`config.mk`:
```
export PLATFORM = sky130hd
export DESIGN_NAME = spi_pkt_slave
export DESIGN_NICKNAME = d
export VERILOG_FILES = /design/src/rtl/spi_pkt_slave.sv
export SDC_FILE = /design/constraint.sdc
export NUM_CORES = 1
export LEC_CHECK = 0
export CAP_MARGIN = 15
export CORE_MARGIN = 10
export CORE_UTILIZATION = 50
export CTS_CLUSTER_SIZE = 40
export DETAILED_ROUTE_END_ITERATION = 8
export GPL_TIMING_DRIVEN = 0
export PLACE_DENSITY = 0.74
export SETUP_SLACK_MARGIN = 0.2
export SLEW_MARGIN = 25
export SYNTH_ARGS = -nofsm -noshare
export SYNTH_HDL_FRONTEND = slang
export SYNTH_SLANG_ARGS = --single-unit
```
`constraint.sdc`:
```
create_clock -name clk -period 5.33 [get_ports clk]
set_input_delay 1.066 -clock clk [delete_from_list [all_inputs] [get_ports clk]]
set_output_delay 1.066 -clock clk [all_outputs]
set_load 0.02 [all_outputs]
```
`src/rtl/spi_pkt_slave.sv`:
```
// spi_pkt_slave: holds the latest RF packet and shifts it out MSB-first on MISO (SPI mode 0); assembles MOSI bytes.
// Latency: SPI pins reach edge detection after SYNC_STAGES+1 clk; MISO moves 1 clk after a detected SCK fall.
// Backpressure: none; a new packet over an unread one overwrites it and sets the sticky overrun flag.
// Ports: clk/rst (async active-high); pkt_in/pkt_rec from the packet register; CS/SCK/MOSI/MISO SPI pins;
//        pkt_pend/pkt_sent packet status; rx_byte/rx_valid received command bytes; overrun sticky error.
module spi_pkt_slave #(
    parameter int PKT_BYTES   = 8,
    parameter int SYNC_STAGES = 2
) (
    input  logic                   clk,
    input  logic                   rst,
    input  logic [8*PKT_BYTES-1:0] pkt_in,
    input  logic                   pkt_rec,
    input  logic                   CS,
    input  logic                   SCK,
    input  logic                   MOSI,
    output logic                   MISO,
    output logic                   pkt_pend,
    output logic                   pkt_sent,
    output logic [7:0]             rx_byte,
    output logic                   rx_valid,
    output logic                   overrun
);
    localparam int PKT_W = 8 * PKT_BYTES;
    localparam int CNT_W = $clog2(PKT_W + 1);

    typedef enum logic [1:0] {IDLE, SHIFT, DRAIN} state_t;

    // Synchronizers plus one registered copy for edge detection
    logic [SYNC_STAGES-1:0] cs_sync_q, cs_sync_d;
    logic [SYNC_STAGES-1:0] sck_sync_q, sck_sync_d;
    logic [SYNC_STAGES-1:0] mosi_sync_q, mosi_sync_d;
    logic                   cs_prev_q, sck_prev_q;
    logic                   cs_s, sck_s, mosi_s;
    logic                   cs_fall, cs_rise, sck_rise, sck_fall;

    state_t             state_q, state_d;
    logic [PKT_W-1:0]   shift_q, shift_d;
    logic [PKT_W-1:0]   hold_q, hold_d;
    logic               pend_q, pend_d;
    logic               snap_pend_q, snap_pend_d;
    logic               fresh_q, fresh_d;
    logic [CNT_W-1:0]   cnt_q, cnt_d;
    logic [6:0]         rx_sh_q, rx_sh_d;
    logic [7:0]         rx_byte_q, rx_byte_d;
    logic               rx_valid_q, rx_valid_d;
    logic               pkt_sent_q, pkt_sent_d;
    logic               overrun_q, overrun_d;
    logic               clear_pend;
    logic               pend_snapped;

    always_comb begin
        cs_sync_d   = {cs_sync_q[SYNC_STAGES-2:0], CS};
        sck_sync_d  = {sck_sync_q[SYNC_STAGES-2:0], SCK};
        mosi_sync_d = {mosi_sync_q[SYNC_STAGES-2:0], MOSI};
    end

    assign cs_s     = cs_sync_q[SYNC_STAGES-1];
    assign sck_s    = sck_sync_q[SYNC_STAGES-1];
    assign mosi_s   = mosi_sync_q[SYNC_STAGES-1];
    assign cs_fall  = cs_prev_q & ~cs_s;
    assign cs_rise  = ~cs_prev_q & cs_s;
    assign sck_rise = ~sck_prev_q & sck_s;
    assign sck_fall = sck_prev_q & ~sck_s;

    // The held packet counts as already taken by a transfer if it is being snapped
    // right now, or was snapped at CS fall and not replaced by a fresher one since.
    assign pend_snapped = (state_q == IDLE) ? cs_fall : (snap_pend_q & ~fresh_q);

    always_comb begin
        state_d     = state_q;
        shift_d     = shift_q;
        hold_d      = hold_q;
        pend_d      = pend_q;
        snap_pend_d = snap_pend_q;
        fresh_d     = fresh_q;
        cnt_d       = cnt_q;
        rx_sh_d     = rx_sh_q;
        rx_byte_d   = rx_byte_q;
        rx_valid_d  = 1'b0;
        pkt_sent_d  = 1'b0;
        overrun_d   = overrun_q;
        clear_pend  = 1'b0;

        case (state_q)
            IDLE: begin
                cnt_d = '0;
                if (cs_fall) begin
                    shift_d     = pend_q ? hold_q : '0;
                    snap_pend_d = pend_q;
                    fresh_d     = 1'b0;
                    rx_sh_d     = '0;
                    state_d     = SHIFT;
                end
            end
            SHIFT: begin
                if (cs_rise) begin
                    // Abort: the pending packet stays held for the next read
                    state_d = IDLE;
                    cnt_d   = '0;
                    rx_sh_d = '0;
                end else if (sck_rise) begin
                    rx_sh_d = {rx_sh_q[5:0], mosi_s};
                    cnt_d   = cnt_q + CNT_W'(1);
                    if (cnt_q[2:0] == 3'd7) begin
                        rx_byte_d  = {rx_sh_q, mosi_s};
                        rx_valid_d = 1'b1;
                    end
                    if (cnt_q == CNT_W'(PKT_W - 1)) begin
                        if (snap_pend_q) begin
                            pkt_sent_d = 1'b1;
                            clear_pend = ~fresh_q;
                        end
                        state_d = DRAIN;
                    end
                end else if (sck_fall) begin
                    shift_d = {shift_q[PKT_W-2:0], 1'b0};
                end
            end
            DRAIN: begin
                if (cs_rise) begin
                    state_d = IDLE;
                    cnt_d   = '0;
                end
            end
            default: state_d = IDLE;
        endcase

        if (clear_pend) begin
            pend_d = 1'b0;
        end
        // A new packet is always captured and always wins over a same-cycle clear
        if (pkt_rec) begin
            hold_d = pkt_in;
            pend_d = 1'b1;
            if (state_q != IDLE || cs_fall) begin
                fresh_d = 1'b1;
            end
            if (pend_q && !pend_snapped) begin
                overrun_d = 1'b1;
            end
        end
    end

    always_ff @(posedge clk or posedge rst) begin
        if (rst) begin
            cs_sync_q   <= '1;
            sck_sync_q  <= '0;
            mosi_sync_q <= '0;
            cs_prev_q   <= 1'b1;
            sck_prev_q  <= 1'b0;
            state_q     <= IDLE;
            shift_q     <= '0;
            hold_q      <= '0;
            pend_q      <= 1'b0;
            snap_pend_q <= 1'b0;
            fresh_q     <= 1'b0;
            cnt_q       <= '0;
            rx_sh_q     <= '0;
            rx_byte_q   <= '0;
            rx_valid_q  <= 1'b0;
            pkt_sent_q  <= 1'b0;
            overrun_q   <= 1'b0;
        end else begin
            cs_sync_q   <= cs_sync_d;
            sck_sync_q  <= sck_sync_d;
            mosi_sync_q <= mosi_sync_d;
            cs_prev_q   <= cs_s;
            sck_prev_q  <= sck_s;
            state_q     <= state_d;
            shift_q     <= shift_d;
            hold_q      <= hold_d;
            pend_q      <= pend_d;
            snap_pend_q <= snap_pend_d;
            fresh_q     <= fresh_d;
            cnt_q       <= cnt_d;
            rx_sh_q     <= rx_sh_d;
            rx_byte_q   <= rx_byte_d;
            rx_valid_q  <= rx_valid_d;
            pkt_sent_q  <= pkt_sent_d;
            overrun_q   <= overrun_d;
        end
    end

    assign MISO     = (state_q == SHIFT) & shift_q[PKT_W-1];
    assign pkt_pend = pend_q;
    assign pkt_sent = pkt_sent_q;
    assign rx_byte  = rx_byte_q;
    assign rx_valid = rx_valid_q;
    assign overrun  = overrun_q;

endmodule
```
==> qor.txt, run 1 <==
Chip width - 140 um
Synth Net Count - 721
Tot Pwr - 0.00369 W
# resized after CTS - 0
Setup Buffers After CTS - 0
Final instance area - 0.00897 sq mm
CP max stage delay - 0.61 ns
Maximum root-to-sink buffer count - 2
Cell at the slowest stage of the critical path - clkdlybuf4s50_1
PwrDens - 412 mW/mm^2
Syn_area_per_cell - 11.0 sq um
Non-Filler Instances - 949
TritonCTS clock tree - done
Via Count - 5095
Sequential area share after synthesis - 58.1%
Starting Density - 51.4%
Worst path required time - 4.26 ns
Most instantiated cells after synthesis - dfrtp_1 (163), nor2_1 (115), a21oi_1 (90)
Critical Path Start Type - register
Ys flop type - dfrtp_1
Final wirelength - 15700 um
Gate power share - 20.7%
Largest cells by area after synthesis - dfrtp_1 (57%), mux2_2 (11%), a21oi_1 (6.3%)
Pin count of the biggest net entering global routing - 30
Power share of the clock group - 33.4%
CP Max Fanout - 8
H-tree Lvls - 4
Status - completed
Antenna cells - 0
Die ar. - 0.0195 sq mm
Final Skew - 0.00766 ns
NumNets Final - 828
Hold buffer count at cts - 0
FF+latch area - 0.00416 sq mm
Post-DP Area - 0.00837 sq mm
Drc violations - 0
Slew Limit Fails - 0
Synth warn - 0
First-pass GRT wire length - 26600 um
Leakage - 3.90 nW
CP Data Arrival Time - 1.94 ns
Relative slew slack - 49.7%
Fmax - 333 MHz
# fillers - 1082
Worst hold path class - reg2reg
Sw power - 0.00106 W
Unrepaired setup endpoints after global routing - false
Hpwl dp - 11300 um
Max-Cap Viols - 0
Via density - 5.37
Clk Latency, worst-skew pair - 0.43 ns
Setup TNS - 0 ns
Pre-antenna DRT Iters - 5
Clk root buf - clkbuf_16
Port bufs - 81
Critical path buffers and inverters - 2
EDFF count, synth - 0
Synth Instances - 649
CP Capture Type - primary output
Crit-path cells - buf_2 > and2b_1 > and2_1 > clkdlybuf4s50_1
Ports - 83
Post-synth cell types - 45
Fin Hold WS - 0.357 ns
Syn-to-layout area delta - 25.4%
Reg power frac - 45.9%
Top cell type by total area after synthesis - dfrtp_1
Ratio of cells with drive above 1 in the final layout - 22.9%
Post-route minimum period - 3.00 ns
Post-synthesis register bit count - 166
Fin. Hold Viols - 0
Wirelength per Cell - 16.5 um
Clk pin slew, worst setup/hold paths - 0.06 ns
Setup violators final - 0
Fin crit share - 56.3%
Worst slew pin tran - 0.755 ns
GRT Total Usage - 16.4%
VDD IR max - 0.244 mV
Core area - 0.0139 sq mm
Delay-heaviest family, CP - buffers and inverters
Gr ovfl total - 0
Final ANT Viol Nets - 0
Pint - 0.00263 W
Cell Area, Synth - 0.00716 sq mm
Initial antenna violation count - 0
Initial DRC Count - 333
Footprint of the multi-input gates - 0.00270 sq mm
Placed cells - 917
Vias in the first global route - 5388
# rows - 43
Async SR Flop Fraction - 100%
CTS buffer count - 17
Share of the synthesized area in the top cell type - 57.0%
Most common cell in the netlist - dfrtp_1
Critical path type - reg2out
RD Place Congestion - 0.828
Height of the die - 140 um
# clock sinks - 166
Switch share - 28.8%
cell type report:
class	instances	share of cell area [%]
Sequential cell	166	46.3
Multi-Input combinational cell	435	30.0
Timing Repair Buffer	88	11.0
Clock buffer	21	5.35
Buffer	45	3.23
Tap cell	180	2.51
Clock inverter	11	1.34
Inverter	3	0.167
metrics by stage:
| step | util [%] | worst slack (ns) |
|---|---|---|
| after floorplan | - | 2.15 |
| after global placement | 58.8 | 0.944 |
| after detailed placement | 60.1 | 2.76 |
| after CTS | 64.4 | 2.30 |
| after global routing | 64.4 | 2.22 |
| final | 64.4 | 2.33 |
cell families (layout without fill, tap and decap cells):
kind of cell	count (synthesis)	in the layout	synth area share, %
and+or+nand+nor	204	204	11.9
muxes	74	74	11.6
AOI/OAI and AO/OA	155	155	13.8
adders and majority gates	2	2	0.350
buffers and inverters	48	168	4.21
DFF	166	166	58.1
sequential cells by signal, summed over array words and instances (netlist names), 2 cells and up:
| register | count |
|---|---|
| cnt_q | 7 |
| cs_sync_q | 2 |
| hold_q | 64 |
| mosi_sync_q | 2 |
| rx_byte | 8 |
| rx_sh_q | 7 |
| sck_sync_q | 2 |
| shift_q | 64 |
| state_q | 2 |
cells in the final DEF (no fill, tap or decap), types with 9 or more instances in the layout:
| cell type | instances |
|---|---|
| dfrtp_1 | 163 |
| nor2_1 | 115 |
| a21oi_1 | 90 |
| clkdlybuf4s50_1 | 81 |
| mux2_2 | 73 |
| nand2_1 | 59 |
| a21oi_2 | 30 |
| clkbuf_1 | 18 |
| clkbuf_16 | 17 |
| buf_2 | 13 |
| a22oi_1 | 13 |
| a22o_1 | 9 |
layer usage:
metal  wire [um]  track usage (%)  vias to the layer above
li1            -                -                     2449
met1        6990             20.7                     2520
met2        7800             26.5                      105
met3         576             3.71                       21
met4         285             6.68                        0
met5           0                0                        -
power by group through the flow:
stage | clock network [W] | logic (W) | registers, W
after floorplan | 0 | 0.000574 | 0.00166
after global placement | 0 | 0.000708 | 0.00169
after detailed placement | 0 | 0.000765 | 0.00171
after CTS | 0.00125 | 0.000772 | 0.00169
after global routing | 0.00131 | 0.000858 | 0.00172
final | 0.00123 | 0.000765 | 0.00169
worst reg2reg max path, stage by stage (launching register included):
cell and delay [ns]:
dfrtp_1 0.40, buf_2 0.29, nor2b_1 0.35, clkbuf_1 0.43
a22oi_1 0.19, a21oi_1 0.18
worst paths after layout:
check                                from             end  slack, ns  depth (start not counted)
min in group asynchronous             rst      hold_q[60]       0.98                          2
hold / removal             mosi_sync_q[0]  mosi_sync_q[1]       0.36                          0
max in group asynchronous             rst      rx_sh_q[0]       3.39                          6
hold reg to reg            mosi_sync_q[0]  mosi_sync_q[1]       0.36                          0
setup / recovery               state_q[0]            MISO       2.33                          4
setup reg to reg                 pkt_pend     shift_q[63]       3.42                          5
No activity file was read; power rests on OpenSTA's default activity.
==> run 2, diff against run 1 <==
==> constraint.sdc (replaced) <==
create_clock -name clk -period 2.7 [get_ports clk]
set_input_delay 0.54 -clock clk [delete_from_list [all_inputs] [get_ports clk]]
set_output_delay 0.54 -clock clk [all_outputs]
set_load 0.02 [all_outputs]
==> qor.txt, run 2 (synthesis results as in run 1) <==
Post-Route Utilization - 64.4% (about the same)
Fin. Hold Viols - 0 (unchanged)
Worst slew pin tran - 0.758 ns (+0.00313 ns)
RD Place Congestion - 0.828 (unchanged)
TritonCTS clock tree - done
Fin Hold WS - 0.357 ns (-0.000165 ns)
Fin crit share - 82.4%
Port bufs - 81 (unchanged)
Cell at the slowest stage of the critical path - dfrtp_1
CP max stage delay - 0.37 ns (-0.24 ns)
Worst path required time - 2.16 ns (-2.10 ns)
Critical Path Start Type - register
Drc violations - 0 (unchanged)
CP Capture Type - primary output
First-pass GRT wire length - 26600 um (about the same)
Antenna cells - 0 (unchanged)
Fmax - 450 MHz
H-tree Lvls - 4 (unchanged)
GRT Total Usage - 16.4% (about the same)
# fillers - 1082 (unchanged)
Initial antenna violation count - 0 (unchanged)
Initial DRC Count - 350 (+5.1%)
Footprint of the multi-input gates - 0.00270 sq mm (unchanged)
Critical path buffers and inverters - 2 (unchanged)
Commonest non-fill, non-tap cell in the layout - dfrtp_1
Final Skew - 0.00897 ns (+0.00131 ns)
Final wirelength - 15700 um (about the same)
Hpwl dp - 11300 um (unchanged)
Worst reg2reg startpoint - state_q[0]
Non-Filler Instances - 949 (unchanged)
Post-DP Area - 0.00837 sq mm (unchanged)
Wirelength per Cell - 16.5 um (about the same)
Starting Density - 51.4% (unchanged)
Pre-antenna DRT Iters - 5 (unchanged)
Syn-to-layout area delta - 25.4% (about the same)
PwrDens - 812 mW/mm^2 (+97%)
VDD IR max - 0.480 mV (+96%)
Setup violators final - 0 (unchanged)
Slew Limit Fails - 0 (unchanged)
Die ar. - 0.0195 sq mm (unchanged)
Clk root buf - clkbuf_16
CTS buffer count - 17 (unchanged)
Setup TNS - 0 ns (unchanged)
Delay-heaviest family, CP - buffers and inverters
Ports - 83 (unchanged)
Setup crit start - state_q[0]
# clock sinks - 166 (unchanged)
Maximum root-to-sink buffer count - 2 (unchanged)
Chip width - 140 um (unchanged)
Via density - 5.38 (+0.18%)
Crit-path cells - buf_2 > and2b_1 > and2_1 > dlygate4sd2_1
Post-route minimum period - 2.22 ns
Critical path type - reg2out
# rows - 43 (unchanged)
Clk Latency, worst-skew pair - 0.43 ns (about the same)
Clk pin slew, worst setup/hold paths - 0.06 ns (about the same)
Vias in the first global route - 5387 (-0.019%)
Leakage - 3.90 nW (about the same)
CP Max Fanout - 8 (unchanged)
Status - completed
Worst hold path class - reg2reg
FF+latch area - 0.00416 sq mm (unchanged)
Setup Buffers After CTS - 0 (unchanged)
Final ANT Viol Nets - 0 (unchanged)
Gr ovfl total - 0 (unchanged)
Via Count - 5104 (+0.18%)
Max-Cap Viols - 0 (unchanged)
Ratio of cells with drive above 1 in the final layout - 22.9% (unchanged)
Unrepaired setup endpoints after global routing - false
Height of the die - 140 um (unchanged)
CP Data Arrival Time - 1.68 ns (-0.26 ns)
NumNets Final - 828 (unchanged)
Pin count of the biggest net entering global routing - 30 (unchanged)
Worst R2R Setup Slack - 0.79 ns (-2.63 ns)
Placed cells - 917 (unchanged)
Relative slew slack - 49.4% (-0.21 points)
Core area - 0.0139 sq mm (unchanged)
Hold Startpoint - cs_sync_q[0]
Most frequent cells in the layout - dfrtp_1 (163), nor2_1 (115), a21oi_1 (90), clkdlybuf4s50_1 (80), mux2_2 (73)
Final instance area - 0.00897 sq mm (about the same)
[run 2: changes by cell type in the layout (fill, tap and decap cells not counted), sizes merged]
cell           before  now
clkdlybuf4s50      81   80
dlygate4sd2         0    1
[run 2: final timing paths]
path | to | depth (start not counted)
max reg2reg | shift_q[10] | 6
min reg2reg | cs_sync_q[1] | 0
min | cs_sync_q[1] | 0
max in group asynchronous | rx_sh_q[0] | 6
max | MISO | 4
min in group asynchronous | hold_q[57] | 2
[run 2: report_power, final]
part / total, W / switching, W / internal, W
Sequential: 0.00335 / 0.000313 / 0.00303
Clock: 0.00244 / 0.000977 / 0.00146
Combinational: 0.00151 / 0.000806 / 0.000701
Total: 0.00729 / 0.00210 / 0.00519
[run 2: final cells by class]
type / count / share of cell area, %
inverters: 3 / 0.167
multi-input cells: 435 / 30.1
well taps: 180 / 2.51
clock inverters: 11 / 1.34
clock buffers: 21 / 5.35
plain buffers: 45 / 3.24
repair buffers: 88 / 11.0
flip-flops and latches: 166 / 46.3
[run 2: per-stage QoR]
step / setup WS (ns) / power [W]
2_1_floorplan: 0.0497 / 0.00442
3_3_place_gp: -1.16 / 0.00474
3_5_place_dp: 0.655 / 0.00489
4_1_cts: 0.460 / 0.00733
5_1_grt: 0.401 / 0.00768
6_report: 0.475 / 0.00729
[run 2: metal layers]
layer / track usage (%) / part of all wire, %
met1: 20.7 / 45
met2: 26.5 / 50
met3: 3.71 / 3.8
met4: 6.68 / 1.8
met5: 0 / 0
[run 2: repair_timing]
action                                  in CTS  in global routing
hold buffers                                 0                  0
endpoints found under the setup margin       1                  0
resized for setup                            1                  0
==> run 3, diff against run 2 <==
--- a/config.mk
+++ b/config.mk
@@ -7,11 +7,11 @@
 export LEC_CHECK = 0
 export CAP_MARGIN = 15
 export CORE_MARGIN = 10
-export CORE_UTILIZATION = 50
+export CORE_UTILIZATION = 56
 export CTS_CLUSTER_SIZE = 40
 export DETAILED_ROUTE_END_ITERATION = 8
 export GPL_TIMING_DRIVEN = 0
-export PLACE_DENSITY = 0.74
+export PLACE_DENSITY = 0.79
 export SETUP_SLACK_MARGIN = 0.2
 export SLEW_MARGIN = 25
 export SYNTH_ARGS = -nofsm -noshare
==> constraint.sdc (replaced) <==
create_clock -name clk -period 2.28 [get_ports clk]
set_input_delay 0.456 -clock clk [delete_from_list [all_inputs] [get_ports clk]]
set_output_delay 0.456 -clock clk [all_outputs]
set_load 0.02 [all_outputs]
==> qor.txt, run 3 (synthesis results as in run 1) <==
Initial DRC Count - 408 (+17%)
VDD IR max - 0.608 mV (+27%)
Worst hold path class - reg2reg
Die ar. - 0.0177 sq mm (-9.2%)
Drc violations - 0 (unchanged)
Most frequent cells in the layout - dfrtp_1 (163), nor2_1 (115), a21oi_1 (90), clkdlybuf4s50_1 (80), mux2_2 (73)
Ports - 83 (unchanged)
Antenna cells - 0 (unchanged)
Vias in the first global route - 5438 (+0.95%)
Gr ovfl total - 0 (unchanged)
Fin. Hold Viols - 0 (unchanged)
Post-route minimum period - 1.95 ns
TritonCTS clock tree - done
Non-Filler Instances - 938 (-1.2%)
Final ANT Viol Nets - 0 (unchanged)
Slew Limit Fails - 0 (unchanged)
CP Capture Type - primary output
# fillers - 938 (-13%)
CTS buffer count - 17 (unchanged)
GRT Total Usage - 18.0% (+1.6 points)
Initial antenna violation count - 0 (unchanged)
Via density - 5.48 (+1.8%)
Chip width - 133 um (-4.7%)
Gr busiest metal - met2
Status - completed
Clk Latency, worst-skew pair - 0.43 ns (about the same)
H-tree Lvls - 4 (unchanged)
Maximum root-to-sink buffer count - 2 (unchanged)
Worst slew pin tran - 0.657 ns (-0.102 ns)
Unrepaired setup endpoints after global routing - false
Via Count - 5138 (+0.67%)
CP Max Fanout - 8 (unchanged)
First-pass GRT wire length - 26200 um (-1.7%)
RD Place Congestion - 0.856 (+3.4%)
Height of the die - 133 um (-4.7%)
Pin count of the biggest net entering global routing - 34 (+13%)
Final instance area - 0.00887 sq mm (-1.2%)
Wirelength per Cell - 16.2 um (-1.6%)
Pre-antenna DRT Iters - 5 (unchanged)
Final Skew - 0.00730 ns (-0.00167 ns)
Starting Density - 56.9% (+5.6 points)
Core area - 0.0126 sq mm (-9.8%)
Hpwl dp - 10900 um (-3.4%)
Post-Route Utilization - 70.5% (+6.2 points)
Fin crit share - 85.7%
Placed cells - 907 (-1.1%)
Ratio of cells with drive above 1 in the final layout - 22.7% (-0.17 points)
Met2 usage in global routing - 29.0% (+2.5 points)
Syn-to-layout area delta - 23.9%
NumNets Final - 826 (-0.24%)
Clk root buf - clkbuf_16
GR Util met1 - 22.4% (+1.7 points)
Post-DP Area - 0.00829 sq mm (-1.0%)
Clk pin slew, worst setup/hold paths - 0.06 ns (about the same)
Fmax - 512 MHz
Critical path type - reg2out
CP Data Arrival Time - 1.50 ns (-0.18 ns)
Relative slew slack - 56.2% (+6.8 points)
Met3 Resource Use GR - 4.39% (+0.68 points)
# clock sinks - 166 (unchanged)
Port bufs - 81 (unchanged)
Final wirelength - 15200 um (-2.7%)
# rows - 41 (-4.7%)
Max-Cap Viols - 0 (unchanged)
Critical Path Start Type - register
Worst path required time - 1.82 ns (-0.34 ns)
Setup violators final - 0 (unchanged)
Commonest non-fill, non-tap cell in the layout - dfrtp_1
Leakage - 3.86 nW (-1.1%)
Setup TNS - 0 ns (unchanged)
PwrDens - 963 mW/mm^2 (+19%)
==> run 3: path summary, 6_finish.rpt <==
path	depth (start not counted)	to	start	slack [ns]
min in group asynchronous	2	hold_q[54]	rst	0.40
worst min-delay path	0	sck_sync_q[1]	sck_sync_q[0]	0.36
worst min register to register	0	sck_sync_q[1]	sck_sync_q[0]	0.36
worst max-delay path	4	MISO	state_q[0]	0.33
worst max register to register	6	shift_q[60]	cs_prev_q	0.48
max in group asynchronous	4	cs_prev_q	rst	1.11
==> run 3: power breakdown <==
part	internal [W]	switching, W
combinational	0.000815	0.000944
sequential	0.00359	0.000373
clock	0.00171	0.00110
==> run 3: area by class of cell <==
cell class | instances | area (sq um) | area share, %
buffer | 45 | 290 | 3.27
clock buffer | 22 | 484 | 5.46
clock inverter | 9 | 100 | 1.13
inverter | 3 | 15.0 | 0.169
multi-input combinational | 435 | 2700 | 30.4
sequential | 166 | 4160 | 46.9
tap | 172 | 215 | 2.43
timing repair buffer | 86 | 906 | 10.2
==> run 3: timing repair <==
item,CTS,global route
hold buffers,0,0
pin swaps,0,0
buffers inserted,0,0
resized for setup,3,2
setup endpoints to repair,1,1
==> run 3: layer usage <==
metal	part of all wire (%)	routed length, um
met5	0	0
met4	2.9	440
met3	3.8	585
met2	49	7460
met1	44	6750
==> run 3: through the flow <==
stage	setup slack (ns)	power, W	hold slack, ns
3_3_place_gp	-1.51	0.00561	0.335
6_report	0.326	0.00854	0.359
4_1_cts	0.204	0.00859	0.359
5_1_grt	0.245	0.00899	0.363
2_1_floorplan	-0.286	0.00523	0.331
3_5_place_dp	0.345	0.00576	0.336
==> run 3: critical path, stage by stage (launching register included) <==
cell and delay (ns):
dfrtp_1 0.36, buf_2 0.16, and2b_2 0.24, and2_1 0.17
buf_2 0.15
